[src/rtl/reimu_life_ctrl.sv]
`default_nettype none
// ============================================================================
//  Module   : reimu_life_ctrl
//  Purpose  : Player life controller for the shooter core. Tracks remaining
//             lives, runs a post-hit invincibility (i-frame) window with
//             sprite blinking, handles extra-life pickups with a saturating
//             ceiling, emits a one-cycle hit event and a sticky game-over.
//  Ports    :
//    clk_22     in   1       game clock, rising edge
//    rst_n      in   1       synchronous active-low reset
//    gamestart  in   1       synchronous re-initialisation (same as reset)
//    shot       in   1       player hit this cycle (level)
//    extend     in   1       extra-life pickup this cycle (level)
//    life       out  LIFE_W  remaining lives
//    reimuE     out  1       sprite / hitbox enable (blinks during i-frames)
//    invinc     out  1       high while in the i-frame window
//    hit_pulse  out  1       one-cycle pulse per accepted hit
//    game_over  out  1       high once lives reach 0, until re-init
//  Revision : 1.0  initial release
// ============================================================================
module reimu_life_ctrl #(
  parameter int LIFE_W     = 3,
  parameter int INIT_LIFE  = 3,
  parameter int MAX_LIFE   = 7,
  parameter int TIMER_W    = 6,
  parameter int IFRAME_LEN = 32,
  parameter int BLINK_BIT  = 2
) (
  input  logic              clk_22,
  input  logic              rst_n,
  input  logic              gamestart,
  input  logic              shot,
  input  logic              extend,
  output logic [LIFE_W-1:0] life,
  output logic              reimuE,
  output logic              invinc,
  output logic              hit_pulse,
  output logic              game_over
);

  typedef enum logic [1:0] {
    ST_ALIVE  = 2'd0,
    ST_INVINC = 2'd1,
    ST_DEAD   = 2'd2
  } state_t;

  localparam logic [LIFE_W:0]    c_MAX_LIFE   = (LIFE_W+1)'(MAX_LIFE);
  localparam logic [LIFE_W:0]    c_ONE        = (LIFE_W+1)'(1);
  localparam logic [LIFE_W-1:0]  c_INIT_LIFE  = LIFE_W'(INIT_LIFE);
  localparam logic [TIMER_W-1:0] c_TIMER_LAST = TIMER_W'(IFRAME_LEN-1);
  localparam logic [TIMER_W-1:0] c_TIMER_ONE  = TIMER_W'(1);

  state_t              r_state, w_state_nxt;
  logic [TIMER_W-1:0]  r_timer, w_timer_nxt;
  logic [LIFE_W-1:0]   r_life,  w_life_nxt;
  logic                r_hit_pulse, w_hit_nxt;
  logic                r_game_over;

  // Life arithmetic carried one bit wider so +1 at the ceiling and -1 at
  // zero can be detected and clamped instead of wrapping.
  logic [LIFE_W:0]     w_life_ext;
  logic [LIFE_W:0]     w_life_inc;
  logic [LIFE_W:0]     w_hit_sum;
  logic [LIFE_W:0]     w_life_hit;
  logic [LIFE_W-1:0]   w_life_inc_sat;
  logic [LIFE_W-1:0]   w_life_hit_sat;

  assign w_life_ext = {1'b0, r_life};
  assign w_life_inc = w_life_ext + c_ONE;
  // A hit removes one life; a pickup in the same cycle gives it back.
  assign w_hit_sum  = w_life_ext + {{LIFE_W{1'b0}}, extend};
  assign w_life_hit = (w_hit_sum == '0) ? '0 : (w_hit_sum - c_ONE);

  assign w_life_inc_sat = (w_life_inc > c_MAX_LIFE) ? c_MAX_LIFE[LIFE_W-1:0]
                                                    : w_life_inc[LIFE_W-1:0];
  assign w_life_hit_sat = (w_life_hit > c_MAX_LIFE) ? c_MAX_LIFE[LIFE_W-1:0]
                                                    : w_life_hit[LIFE_W-1:0];

  // Next-state logic
  always_comb begin
    w_state_nxt = r_state;
    w_timer_nxt = r_timer;
    w_life_nxt  = r_life;
    w_hit_nxt   = 1'b0;
    case (r_state)
      ST_ALIVE: begin
        if (shot) begin
          w_life_nxt  = w_life_hit_sat;
          w_hit_nxt   = 1'b1;
          w_timer_nxt = '0;
          w_state_nxt = (w_life_hit_sat == '0) ? ST_DEAD : ST_INVINC;
        end else if (extend) begin
          w_life_nxt = w_life_inc_sat;
        end
      end
      ST_INVINC: begin
        // Hits are ignored here; pickups still count.
        if (r_timer == c_TIMER_LAST) begin
          w_state_nxt = ST_ALIVE;
          w_timer_nxt = '0;
        end else begin
          w_timer_nxt = r_timer + c_TIMER_ONE;
        end
        if (extend) begin
          w_life_nxt = w_life_inc_sat;
        end
      end
      ST_DEAD: begin
        w_life_nxt = '0;
      end
      default: begin
        w_state_nxt = ST_ALIVE;
        w_timer_nxt = '0;
      end
    endcase
  end

  // State and output registers
  always_ff @(posedge clk_22) begin
    if (!rst_n || gamestart) begin
      r_state     <= ST_ALIVE;
      r_timer     <= '0;
      r_life      <= c_INIT_LIFE;
      r_hit_pulse <= 1'b0;
      r_game_over <= 1'b0;
    end else begin
      r_state     <= w_state_nxt;
      r_timer     <= w_timer_nxt;
      r_life      <= w_life_nxt;
      r_hit_pulse <= w_hit_nxt;
      r_game_over <= (w_state_nxt == ST_DEAD);
    end
  end

  // Output decode (registers only, no path from shot/extend)
  always_comb begin
    reimuE = 1'b0;
    case (r_state)
      ST_ALIVE:  reimuE = 1'b1;
      ST_INVINC: reimuE = r_timer[BLINK_BIT];
      default:   reimuE = 1'b0;
    endcase
  end

  assign life      = r_life;
  assign invinc    = (r_state == ST_INVINC);
  assign hit_pulse = r_hit_pulse;
  assign game_over = r_game_over;

endmodule
`default_nettype wire

[config.mk]
export PLATFORM = sky130hd
export DESIGN_NAME = reimu_life_ctrl
export DESIGN_NICKNAME = d
export VERILOG_FILES = /design/src/rtl/reimu_life_ctrl.sv
export SDC_FILE = /design/constraint.sdc
export NUM_CORES = 1
export LEC_CHECK = 0
export BUFFER_PORTS_ARGS = -buffer_cell sky130_fd_sc_hd__clkbuf_2
export CAP_MARGIN = 20
export CELL_PAD_IN_SITES_DETAIL_PLACEMENT = 1
export CELL_PAD_IN_SITES_GLOBAL_PLACEMENT = 1
export CORE_MARGIN = 2
export CORE_UTILIZATION = 37
export CTS_BUF_LIST = sky130_fd_sc_hd__clkbuf_16
export DETAILED_ROUTE_END_ITERATION = 12
export HOLD_SLACK_MARGIN = 0.06
export PLACE_DENSITY_LB_ADDON = 0.1
export SLEW_MARGIN = 10
export SYNTH_ARGS = -nofsm -noshare
export SYNTH_HDL_FRONTEND = slang
export SYNTH_SLANG_ARGS = --single-unit
export TNS_END_PERCENT = 5
[constraint.sdc]
create_clock -name clk_22 -period 2.09 [get_ports clk_22]
set_input_delay 0.209 -clock clk_22 [delete_from_list [all_inputs] [get_ports clk_22]]
set_output_delay 0.209 -clock clk_22 [all_outputs]
set_load 0.05 [all_outputs]
### Word level (Yosys, flattened, before mapping)

Index checks and enable logic that the tools add are counted.

* register bits: 13
* logic and storage cells: 41

* add/sub/neg operators: 4
* magnitude comparators: 2
* eq/ne operators: 5
* muxes and demuxes: 15
* bitwise operators: 2
* reduce and logical (&&, ||, !) cells: 8

Operators with widths (number)
* case mux 6 bit (3 select lines): 1
* 2-to-1 mux 3 bit: 4
* 2-to-1 mux 6 bit: 2
* case mux 3 bit (3 select lines): 1
* greater-than comparator 4 x 3 -> 1 bit, second input constant: 2
* adder 6 x 1 -> 6 bit, second input constant: 1
* == test 6 x 5 -> 1 bit, second input constant: 1
* 2-to-1 mux 2 bit: 3
* case mux 2 bit (3 select lines): 1
* adder 3 x 1 -> 4 bit: 1
* adder 3 x 1 -> 4 bit, second input constant: 1
* == test 2 bit, second input constant: 2
* zero test 4 bit: 1
* 2-to-1 mux 4 bit: 1
* subtractor 4 x 1 -> 4 bit, second input constant: 1
* zero test 3 bit: 1
* nonzero test 3 bit: 1
* == test 2 x 1 -> 1 bit, second input constant: 1
* zero test 2 bit: 1
* != test 2 bit, second input constant: 1
* NOT 1 bit: 2
* case mux 1 bit (2 select lines): 1
* AND reduction 2 bit: 1
* OR reduction 2 bit: 1
* other kinds (3): 3

### Longest topological paths before layout

Gate-level depths: netlist (run 1).

* word-level depth: 10
* mapped depth: 9

### Worst setup path before layout (run 1)

OpenSTA, ideal clock, no wires.

* path kind: flip-flop to flip-flop
* start point: register r_life[0] (netlist: life[0])
* end point: register r_life[1] (netlist: life[1])
* arrival: 2190 ps
* path slack: -234 ps
* stages on the path, launching flop included: 8
* path buffers: 0
* period minus slack after synthesis: 2324 ps
* path through: dfxtp_1 -> ha_1 -> ha_1 -> or2_4 -> mux2_4 -> a221oi_2 -> a2111o_1 -> o311ai_1

* word-level cells in the longest chain between the ends: 7

Ends and longest elaborated chain
* start, declared: line 55 `logic [LIFE_W-1:0] r_life, w_life_nxt;`
* start signal, assigned: line 123 `r_life <= c_INIT_LIFE;`
* start signal, assigned: line 129 `r_life <= w_life_nxt;`
* adder 3 x 1 -> 4 bit: line 71 `assign w_hit_sum = w_life_ext + {{LIFE_W{1'b0}}, extend};`
* subtractor 4 x 1 -> 4 bit or zero test 4 bit (tied branches): line 72 `assign w_life_hit = (w_hit_sum == '0) ? '0 : (w_hit_sum - c_ONE);`
* 2-to-1 mux 4 bit: line 72
* greater-than comparator 4 x 3 -> 1 bit: line 76 `assign w_life_hit_sat = (w_life_hit > c_MAX_LIFE) ? c_MAX_LIFE[LIFE_W-1:0]`
* 2-to-1 mux 3 bit: line 76
* 2-to-1 mux 3 bit: line 87 `if (shot) begin`
* case mux 3 bit (3 select lines) *: line 85 `case (r_state)`

Mark *: on every way between the ends. The rest lies on a longest branch, timed or not.
A chain may end at the register's enable or synchronous reset.

### Worst setup path in the final report (run 1)

* start point: register r_life[0] (netlist: life[0])
* end point: register r_game_over (netlist: game_over)

* word-level cells in the longest chain between the ends: 10

Ends and longest elaborated chain
* adder 3 x 1 -> 4 bit *: line 71
* subtractor 4 x 1 -> 4 bit or zero test 4 bit (tied branches): line 72
* 2-to-1 mux 4 bit *: line 72
* greater-than comparator 4 x 3 -> 1 bit: line 76
* 2-to-1 mux 3 bit *: line 76
* zero test 3 bit *: line 91 `w_state_nxt = (w_life_hit_sat == '0) ? ST_DEAD : ST_INVINC;`
* 2-to-1 mux 2 bit *: line 91
* 2-to-1 mux 2 bit *: line 87
* case mux 2 bit (3 select lines) *: line 85
* == test 2 bit *: line 131 `r_game_over <= (w_state_nxt == ST_DEAD);`
* end signal, assigned: line 131
* end, declared: line 57 `logic r_game_over;`

Marked as above.

==> reports/results.ini, run 1 <==
[floorplanning]
start_util_pct=38.1
coreArea_um2=2430
dieHeight_um=54.0
rows=18
die_x_um=54.0
num_io_pins=12
die-area_um2=2920

[clocking]
cts_hold_buf=0
cts_tree=done
numCtsBuffers=3
post_cts_buffers=0
htreeDepth=1
ctsLongestPathBuffers=2
cts_sinks=13
worstSkewPairLatency_ps=240
cts.reportedPaths.clkPinSlew_ps=50
cts-root-buf=clkbuf_16
cts_resized=1

[power_and_ir_drop]
p_sw_uw=320
power_frac_comb_pct=33.2
p_int_uw=641
p_leak_uw=0.000484
p_per_area_nw_per_um2=849
p_sw_share_pct=33.3
ir_worst_vdd_v=0.000726
clkPwrFrac_pct=37.4
sequentialPowerShare_pct=29.4

[drt]
route.detailed.drc=0
routed_wl_um=2370
drtIter0Drc=9
vias_per_cell=5.60
routed-via-count=902
ant_nets=0
firstDrtPassIters=4
post_drt_wl_per_cell_um=14.7

[logic_synthesis]
synthMuxAreaShare_pct=2.70
synth_top_family_by_area=compound AO/OA/AOI/OAI gates
synthCells=116
synthXorXnorAreaFrac_pct=3.78
synth_compound_gate_area_share_pct=25.8
netlist_area_um2=926
yosysWarnings=0
synth_fa_ha_area_share_pct=12.2
synth_cell_types=39
ys.flop_type=dfxtp_1
synth_edf_count=0
synth_nets=130
synth_simple_gate_area_share_pct=22.4
seq_area_frac_synth_pct=28.1
syn-mean-instance-area_um2=7.98
synth-async-reset-ratio_pct=0
ys_ff_latch=13

[timing]
fmax_mhz=499
worstMarginPinSlew_ps=555
min_period_over_period_pct=95.9
timing.slew.headroom_pct=62.9
setup_viol=0
hold-worst-slack_ps=232
finalHoldViolCount=0
fin_crit_ps=2010
slew_violations=0
skew_ps=3.08

[placement]
place_congestion=0.799
dp_cells=157
portBuffers=11
dp_hpwl_um=1800

[critical_path]
critPathMaxFanout=3
critPathKind=reg -> reg
crit_path_end_kind=flip-flop
arrival_ps=2190
cp-start-kind=flip-flop
worstReg2RegStart=life[0]$_SDFFE_PP1N_
startpoint=life[0]$_SDFFE_PP1N_
required_ps=2280

[status]
status=finished clean

[global_route]
antenna_found_initial=0
grt_max_degree=17
grt.overflow.total=0
grt_pass1_wl_um=3690
grt_pass1_vias=806
gr-usage-all-layers_pct=17.4

[cells_and_area]
layout_commonest_cell=nand2_1
fin_cells=161
drive_gt1_share_pct=22.9
diodes=0
layout_common_cells=13 x nand2_1, 11 x dfxtp_1, 11 x clkbuf_2
final_nets=146
area_growth_syn_to_layout_pct=22.3

[flow_run]
drv_cap=0

[min_path]
min-delay-start=gamestart
hold_path.class=in -> reg

## sequential cells by signal, indices dropped and copies added (netlist names)
signal	count
r_timer	6
life	3
r_state	2
game_over	1
hit_pulse	1
## critical path, stage by stage (launching register included)
cell and delay [ps]:
dfxtp_2 310, ha_1 230, ha_4 300, inv_1 40, ha_2 320, nand3_1 80, nand2_1 60, nand3_1 130
a32oi_2 290, o211a_1 180
## cells by family (layout without fill, tap and decap cells)
group	after synthesis	count (layout)
adder cells (fa/ha/maj)	9	9
XOR/XNOR	4	4
flip-flops	13	13
AO/OA/AOI/OAI	34	34
multiplexers	2	2
buffers and inverters	12	27
AND/OR/NAND/NOR	42	42
## synth_stat cells (2+ instances only)
library cell	count	area, um2
a21oi_1	8	40.0
a22oi_1	2	15.0
a31oi_1	2	12.5
a32oi_1	2	17.5
and3_1	2	12.5
dfxtp_1	13	260
ha_1	9	113
inv_1	8	30.0
inv_2	2	7.51
nand2_1	13	48.8
nand2b_1	2	12.5
nand3_1	7	35.0
nor2_1	8	30.0
nor2b_1	2	12.5
nor3b_1	2	15.0
o21ai_0	6	30.0
o21ai_1	4	20.0
xor2_1	3	26.3
## metal layers
| metal | vias up | track usage [%] | share of wire, % |
|---|---|---|---|
| met5 | - | 0 | 0 |
| met2 | 16 | 31.9 | 49 |
| met1 | 431 | 20.9 | 47 |
| met4 | 0 | 5.00 | 1.0 |
| li1 | 451 | - | - |
| met3 | 4 | 2.50 | 2.5 |
## per-stage QoR
step	power [uW]	setup TNS, ps	cell area (um2)	setup slack (ps)	utilization [%]
after global placement	578	-1.37	1030	-1.37	42.2
after CTS	950	0	1110	25.3	45.6
final	961	0	1130	85.0	46.6
after global routing	1010	-16.6	1130	-12.8	46.6
after floorplan	515	0	928	0.912	-
after detailed placement	588	-57.5	1030	-54.7	42.2
## final cells by class
type / instances / area, um2
repair buffers: 13 / 70.1
multi-input cells: 91 / 646
inverters: 10 / 37.5
clock inverters: 1 / 3.75
fillers: 303 / 1300
well taps: 30 / 37.5
clock buffers: 3 / 75.1
flip-flops and latches: 13 / 263
## power groups by stage
stage	registers, uW	clock network, uW	logic (uW)
finish	283	360	319
global placement	285	0	293
detailed placement	286	0	302
global route	285	376	351
CTS	281	363	306
floorplan	309	0	206
## final timing paths
path / endpoint / slack, ps / depth (start not counted)
max: game_over$_SDFF_PP0_ / 80 / 9
min: life[0]$_SDFFE_PP1N_ / 230 / 3
max reg2reg: game_over$_SDFF_PP0_ / 80 / 9
min reg2reg: r_timer[2]$_SDFFE_PP0P_ / 510 / 2
(Power assumes the default switching activity.)
==> run 2: changes to the inputs <==
- CORE_UTILIZATION: 37 -> 39
- CTS_BUF_LIST: sky130_fd_sc_hd__clkbuf_16 -> sky130_fd_sc_hd__clkbuf_2
- GPL_ROUTABILITY_DRIVEN: default -> 0
==> run 2 against run 1 <==
Against the previous run: flip-flop and latch count unchanged; sequential power decreased by 2%; critical path depth shrank 1; hold slack got worse by 16 ps; fmax increased by 2.1%; sequential share of layout area grew 0.91 points; core utilization up 2.2 points; largest power group is now combinational cells.
==> reports/results.ini, run 2 (synthesis results as in run 1) <==
[status]
status=finished clean  ; unchanged

[timing]
setup_tns_ps=0  ; unchanged
skew_ps=9.39  ; was 3.08 ps
hold-worst-slack_ps=216  ; was 232 ps
rsz0062_at_grt=false
setup_viol=0  ; unchanged
fin_crit_ps=1960  ; was 2010 ps
worstMarginPinSlew_ps=387  ; was 555 ps
min_period_over_period_pct=93.9  ; was 95.9%
timing.slew.headroom_pct=74.2  ; was 62.9%
fmax_mhz=509  ; was 499 MHz
finalHoldViolCount=0  ; unchanged
slew_violations=0  ; unchanged

[flow_run]
drv_cap=0  ; unchanged

[drt]
route.detailed.drc=0  ; unchanged
vias_per_cell=5.56  ; was 5.60
wl_met1_um=1050  ; was 1120 um
firstDrtPassIters=3  ; was 4
top_layer=met4  ; unchanged
ant_nets=0  ; unchanged
drtIter0Drc=4  ; was 9
routed-via-count=901  ; was 902
wl_met3_um=50  ; was 59 um
post_drt_wl_per_cell_um=14.3  ; was 14.7 um
wl_met2_um=1170  ; about the same
routed_wl_um=2320  ; was 2370 um

[critical_path]
worst_r2r_path_depth=8  ; was 9
crit_path_end=life[2]$_SDFFE_PP0N_  ; was game_over$_SDFF_PP0_
r2r_setup_slack_ps=130  ; was 80 ps
worstReg2RegEnd=life[2]$_SDFFE_PP0N_  ; was game_over$_SDFF_PP0_
cp-start-kind=flip-flop  ; unchanged
required_ps=2270  ; was 2280 ps
startpoint=life[0]$_SDFFE_PP1N_  ; unchanged
cp.buffers_inverters=1  ; unchanged
crit_top_cell=a21oi_1  ; was nand3_1
critPathKind=reg -> reg  ; unchanged
crit_family=adder cells  ; unchanged
arrival_ps=2140  ; was 2190 ps
critPathMaxFanout=4  ; was 3
crit_path_end_kind=flip-flop  ; unchanged
worstReg2RegStart=life[0]$_SDFFE_PP1N_  ; unchanged
worstSetupPathDepth=8  ; was 9
critical-path-max-stage-delay_ps=370  ; was 320 ps
path_cells=ha_2, ha_4, inv_1, ha_1, or3_1, a21oi_1, o32a_1, a21oi_1  ; was ha_1, ha_4, inv_1, ha_2, nand3_1, nand2_1, nand3_1, a32oi_2, o211a_1
slowest_stage=or3_1  ; was ha_2

[clocking]
cts_tree=done  ; unchanged
post_cts_buffers=0  ; unchanged
ctsLongestPathBuffers=2  ; unchanged
worstSkewPairLatency_ps=280  ; was 240 ps
cts.reportedPaths.clkPinSlew_ps=130  ; was 50 ps
numCtsBuffers=3  ; unchanged
cts_sinks=13  ; unchanged
cts-root-buf=clkbuf_2  ; was clkbuf_16
htreeDepth=1  ; unchanged

[floorplanning]
start_util_pct=41.5  ; was 38.1%
num_io_pins=12  ; unchanged
dieHeight_um=52.7  ; was 54.0 um
coreArea_um2=2230  ; was 2430 um2
die-area_um2=2780  ; was 2920 um2
die_x_um=52.7  ; was 54.0 um
rows=17  ; was 18

[cells_and_area]
drive_gt1_share_pct=24.6  ; was 22.9%
largest_reg_flops=6  ; unchanged
final_nets=149  ; was 146
fin_cells=162  ; was 161
post-route-cell-area_um2=1090  ; was 1130 um2
layout_common_cells=15 x clkbuf_2, 13 x nand2_1, 11 x dfxtp_1  ; was 13 x nand2_1, 11 x dfxtp_1, 11 x clkbuf_2
area_growth_syn_to_layout_pct=17.7  ; was 22.3%
nFillCells=297  ; was 303
diodes=0  ; unchanged
layout_commonest_cell=clkbuf_2  ; was nand2_1
regMostFlops=r_timer  ; unchanged

[min_path]
hold_path.class=in -> reg  ; unchanged
min-delay-start=gamestart  ; unchanged
hold_depth=3  ; unchanged

[placement]
dp_hpwl_um=1900  ; was 1800 um
dp_cells=158  ; was 157
dpl_cell_area_um2=1050  ; was 1030 um2
portBuffers=11  ; unchanged

[power_and_ir_drop]
p_sw_share_pct=40.0  ; was 33.3%
sequentialPowerShare_pct=37.3  ; was 29.4%
ir_worst_vdd_v=0.000428  ; was 0.000726 V
power_frac_comb_pct=44.1  ; was 33.2%
p_leak_uw=0.000474  ; was 0.000484 uW
p_per_area_nw_per_um2=679  ; was 849 nW/um2
p_sw_uw=296  ; was 320 uW
p_int_uw=444  ; was 641 uW
clkPwrFrac_pct=18.6  ; was 37.4%

[global_route]
grt_pass1_wl_um=3980  ; was 3690 um
grt_pass1_vias=883  ; was 806
gr-usage-all-layers_pct=19.3  ; was 17.4%
grt_max_degree=13  ; was 17
antenna_found_initial=0  ; unchanged
grt.overflow.total=0  ; unchanged

[run 2: repair_timing]
action                                  CTS  global route
resized for setup                         0             3
endpoints found under the setup margin    0             3
hold buffers                              0             0
[run 2: routing by layer]
layer | GRT usage (%) | up-vias
met5 | 0 | -
met4 | 7.69 | 0
met3 | 2.57 | 8
met2 | 35.2 | 15
met1 | 22.3 | 425
li1 | - | 453
[run 2: worst min path at each step]
stage | slack [ps] | to
4_1_cts | 200 | life[0]$_SDFFE_PP1N_
6_report | 220 | life[0]$_SDFFE_PP1N_
3_5_place_dp | 500 | life[0]$_SDFFE_PP1N_
3_3_place_gp | 490 | r_timer[2]$_SDFFE_PP0P_
2_1_floorplan | 320 | r_state[1]$_SDFF_PP0_
5_1_grt | 220 | life[0]$_SDFFE_PP1N_
[run 2: power by group through the flow]
stage          Sequential, uW  Clock, uW  Combinational [uW]
2_1_floorplan             309          0                 206
5_1_grt                   278        152                 362
3_3_place_gp              279          0                 307
6_report                  276        138                 326
4_1_cts                   274        139                 317
3_5_place_dp              280          0                 316
[run 2: through the flow]
step	total power (uW)	utilization (%)	setup slack, ps
after global placement	586	46.9	60.2
final	740	48.8	127
after detailed placement	596	46.9	23.9
after global routing	792	48.8	44.8
after CTS	731	47.8	29.7
after floorplan	515	-	0.912
[run 2: final cells by class]
class                           instances  area, um2  share of cell area, %
Clock buffer                            4       20.0                   1.84
Inverter                               10       37.5                   3.44
Multi-Input combinational cell         91        642                   58.9
Sequential cell                        13        263                   24.1
Tap cell                               28       35.0                   3.21
Timing Repair Buffer                   16       92.6                   8.50
[run 2: tightest hold or removal path, cell delays in order]
cell	delay, ps
clkbuf_2	80
nor2b_1	80
o21ai_1	80
==> run 3: changes to the inputs <==
- RECOVER_POWER: default -> 25
==> run 3 against run 2 <==
Against the previous run: die area stayed put; fmax about the same; final cell count unchanged; sequential power is essentially flat; clock skew is the same; critical path type unchanged; power shrank 0.22%; hold slack is the same; core utilization shrank 0.22 points; sequential share of layout area up 0.11 points; first-iteration DRC count did not move; clock power about the same; flip-flop and latch count is the same.
==> reports/results.ini, run 3 (synthesis results as in run 1) <==
[clocking]
ctsLongestPathBuffers=2  ; unchanged
post_cts_buffers=0  ; unchanged
cts_tree=done  ; unchanged
cts_sinks=13  ; unchanged
cts.reportedPaths.clkPinSlew_ps=130  ; about the same
htreeDepth=1  ; unchanged
numCtsBuffers=3  ; unchanged
worstSkewPairLatency_ps=280  ; about the same
cts-root-buf=clkbuf_2  ; unchanged

[critical_path]
crit_path_end_kind=flip-flop  ; unchanged
cp-start-kind=flip-flop  ; unchanged
r2r_setup_slack_ps=130  ; about the same
worst_r2r_path_depth=8  ; unchanged
required_ps=2270  ; about the same
slowest_stage=or3_1  ; unchanged
crit_top_cell=a21oi_1  ; unchanged
startpoint=life[0]$_SDFFE_PP1N_  ; unchanged
crit_path_end=life[2]$_SDFFE_PP0N_  ; unchanged
critPathKind=reg -> reg  ; unchanged
worstReg2RegStart=life[0]$_SDFFE_PP1N_  ; unchanged
worstReg2RegEnd=life[2]$_SDFFE_PP0N_  ; unchanged
path_cells=ha_2, ha_4, inv_1, ha_1, or3_1, a21oi_1, o32a_1, a21oi_1  ; unchanged
critical-path-max-stage-delay_ps=370  ; about the same
critPathMaxFanout=4  ; unchanged
arrival_ps=2140  ; about the same

[power_and_ir_drop]
p_per_area_nw_per_um2=680  ; was 679 nW/um2
p_leak_uw=0.000462  ; was 0.000474 uW
sequentialPowerShare_pct=37.3  ; about the same
clkPwrFrac_pct=18.7  ; was 18.6%
p_sw_uw=296  ; about the same
power_frac_comb_pct=44.0  ; was 44.1%
p_int_uw=442  ; was 444 uW
ir_worst_vdd_v=0.000427  ; was 0.000428 V
p_sw_share_pct=40.1  ; was 40.0%

[drt]
routed-via-count=902  ; was 901
ant_nets=0  ; unchanged
firstDrtPassIters=3  ; unchanged
post_drt_wl_per_cell_um=14.4  ; was 14.3 um
vias_per_cell=5.57  ; was 5.56
drtIter0Drc=4  ; unchanged
routed_wl_um=2330  ; was 2320 um
route.detailed.drc=0  ; unchanged

[timing]
rsz0062_at_grt=false  ; unchanged
setup_tns_ps=0  ; unchanged
fin_crit_ps=1960  ; about the same
fmax_mhz=509  ; about the same
setup_viol=0  ; unchanged
timing.slew.headroom_pct=60.4  ; was 74.2%
slew_violations=0  ; unchanged
min_period_over_period_pct=93.9  ; about the same
worstMarginPinSlew_ps=596  ; was 387 ps
finalHoldViolCount=0  ; unchanged
skew_ps=9.39  ; unchanged

[placement]
portBuffers=11  ; unchanged
dp_hpwl_um=1900  ; unchanged
dp_cells=158  ; unchanged
dpl_cell_area_um2=1050  ; unchanged

[min_path]
hold_depth=3  ; unchanged
hold_path.class=in -> reg  ; unchanged

[cells_and_area]
nFillCells=297  ; unchanged
largest_reg_flops=6  ; unchanged
fin_util_pct=48.6  ; was 48.8%
area_growth_syn_to_layout_pct=17.2  ; was 17.7%
layout_common_cells=13 x nand2_1, 11 x clkbuf_2, 11 x dfxtp_1  ; was 15 x clkbuf_2, 13 x nand2_1, 11 x dfxtp_1
post-route-cell-area_um2=1080  ; was 1090 um2
final_nets=149  ; unchanged
diodes=0  ; unchanged
layout_commonest_cell=nand2_1  ; was clkbuf_2
fin_cells=162  ; unchanged
regMostFlops=r_timer  ; unchanged
drive_gt1_share_pct=21.6  ; was 24.6%

[floorplanning]
coreArea_um2=2230  ; unchanged
die-area_um2=2780  ; unchanged
start_util_pct=41.5  ; unchanged
die_x_um=52.7  ; unchanged
num_io_pins=12  ; unchanged
dieHeight_um=52.7  ; unchanged
rows=17  ; unchanged

[flow_run]
drv_cap=0  ; unchanged

[global_route]
gr-usage-all-layers_pct=19.3  ; unchanged
antenna_found_initial=0  ; unchanged
grt.overflow.total=0  ; unchanged
grt_pass1_vias=883  ; unchanged
grt_max_degree=13  ; unchanged
grt_pass1_wl_um=3980  ; unchanged

[status]
status=finished clean  ; unchanged

run 3: cell counts in the layout (fill, tap and decap cells not counted):
No cell type changed its count.
run 3: power groups by stage:
stage / registers, uW / clock network (uW) / logic (uW)
finish: 276 / 138 / 325
floorplan: 309 / 0 / 206
global placement: 279 / 0 / 307
CTS: 274 / 139 / 317
detailed placement: 280 / 0 / 316
global route: 278 / 152 / 360
run 3: critical path, delay by kind of cell, from the launching register on:
kind | cells | cell delay, ps
and+or+nand+nor | 1 | 370
buffers and inverters | 1 | 40
AOI/OAI and AO/OA | 3 | 410
adders and majority gates | 3 | 710
DFF | 1 | 340
run 3: metrics by stage:
| stage | hold slack (ps) | setup WS, ps | power [uW] |
|---|---|---|---|
| 6_report | 216 | 127 | 738 |
| 5_1_grt | 216 | 44.8 | 791 |
| 4_1_cts | 203 | 29.7 | 731 |
| 3_5_place_dp | 500 | 23.9 | 596 |
| 3_3_place_gp | 492 | 60.2 | 586 |
| 2_1_floorplan | 316 | 0.912 | 515 |
run 3: area by class of cell:
| cell class | count | area, um2 | area share (%) |
|---|---|---|---|
| tap | 28 | 35.0 | 3.23 |
| sequential | 13 | 263 | 24.2 |
| clock buffer | 4 | 20.0 | 1.85 |
| timing repair buffer | 16 | 87.6 | 8.07 |
| multi-input combinational | 91 | 642 | 59.2 |
| inverter | 10 | 37.5 | 3.46 |
run 3: worst min-delay path by stage:
| stage | slack (ps) | to | from |
|---|---|---|---|
| 2_1_floorplan | 320 | r_state[1]$_SDFF_PP0_ | shot |
| 3_3_place_gp | 490 | r_timer[2]$_SDFFE_PP0P_ | r_timer[2]$_SDFFE_PP0P_ |
| 3_5_place_dp | 500 | life[0]$_SDFFE_PP1N_ | gamestart |
| 4_1_cts | 200 | life[0]$_SDFFE_PP1N_ | gamestart |
| 5_1_grt | 220 | life[0]$_SDFFE_PP1N_ | gamestart |
| 6_report | 220 | life[0]$_SDFFE_PP1N_ | gamestart |
run 3: per-layer routing:
metal / GRT usage [%] / vias up / share of wire [%]
met5: 0 / - / 0
met4: 7.69 / 0 / 2.4
met3: 2.57 / 8 / 2.3
met2: 35.2 / 15 / 50
met1: 22.3 / 426 / 45
li1: - / 453 / -
run 3: timing repair:
item,in CTS,in global routing
resized for setup,0,3
endpoints found under the hold margin,0,0
hold buffers,0,0
endpoints found under the setup margin,0,3
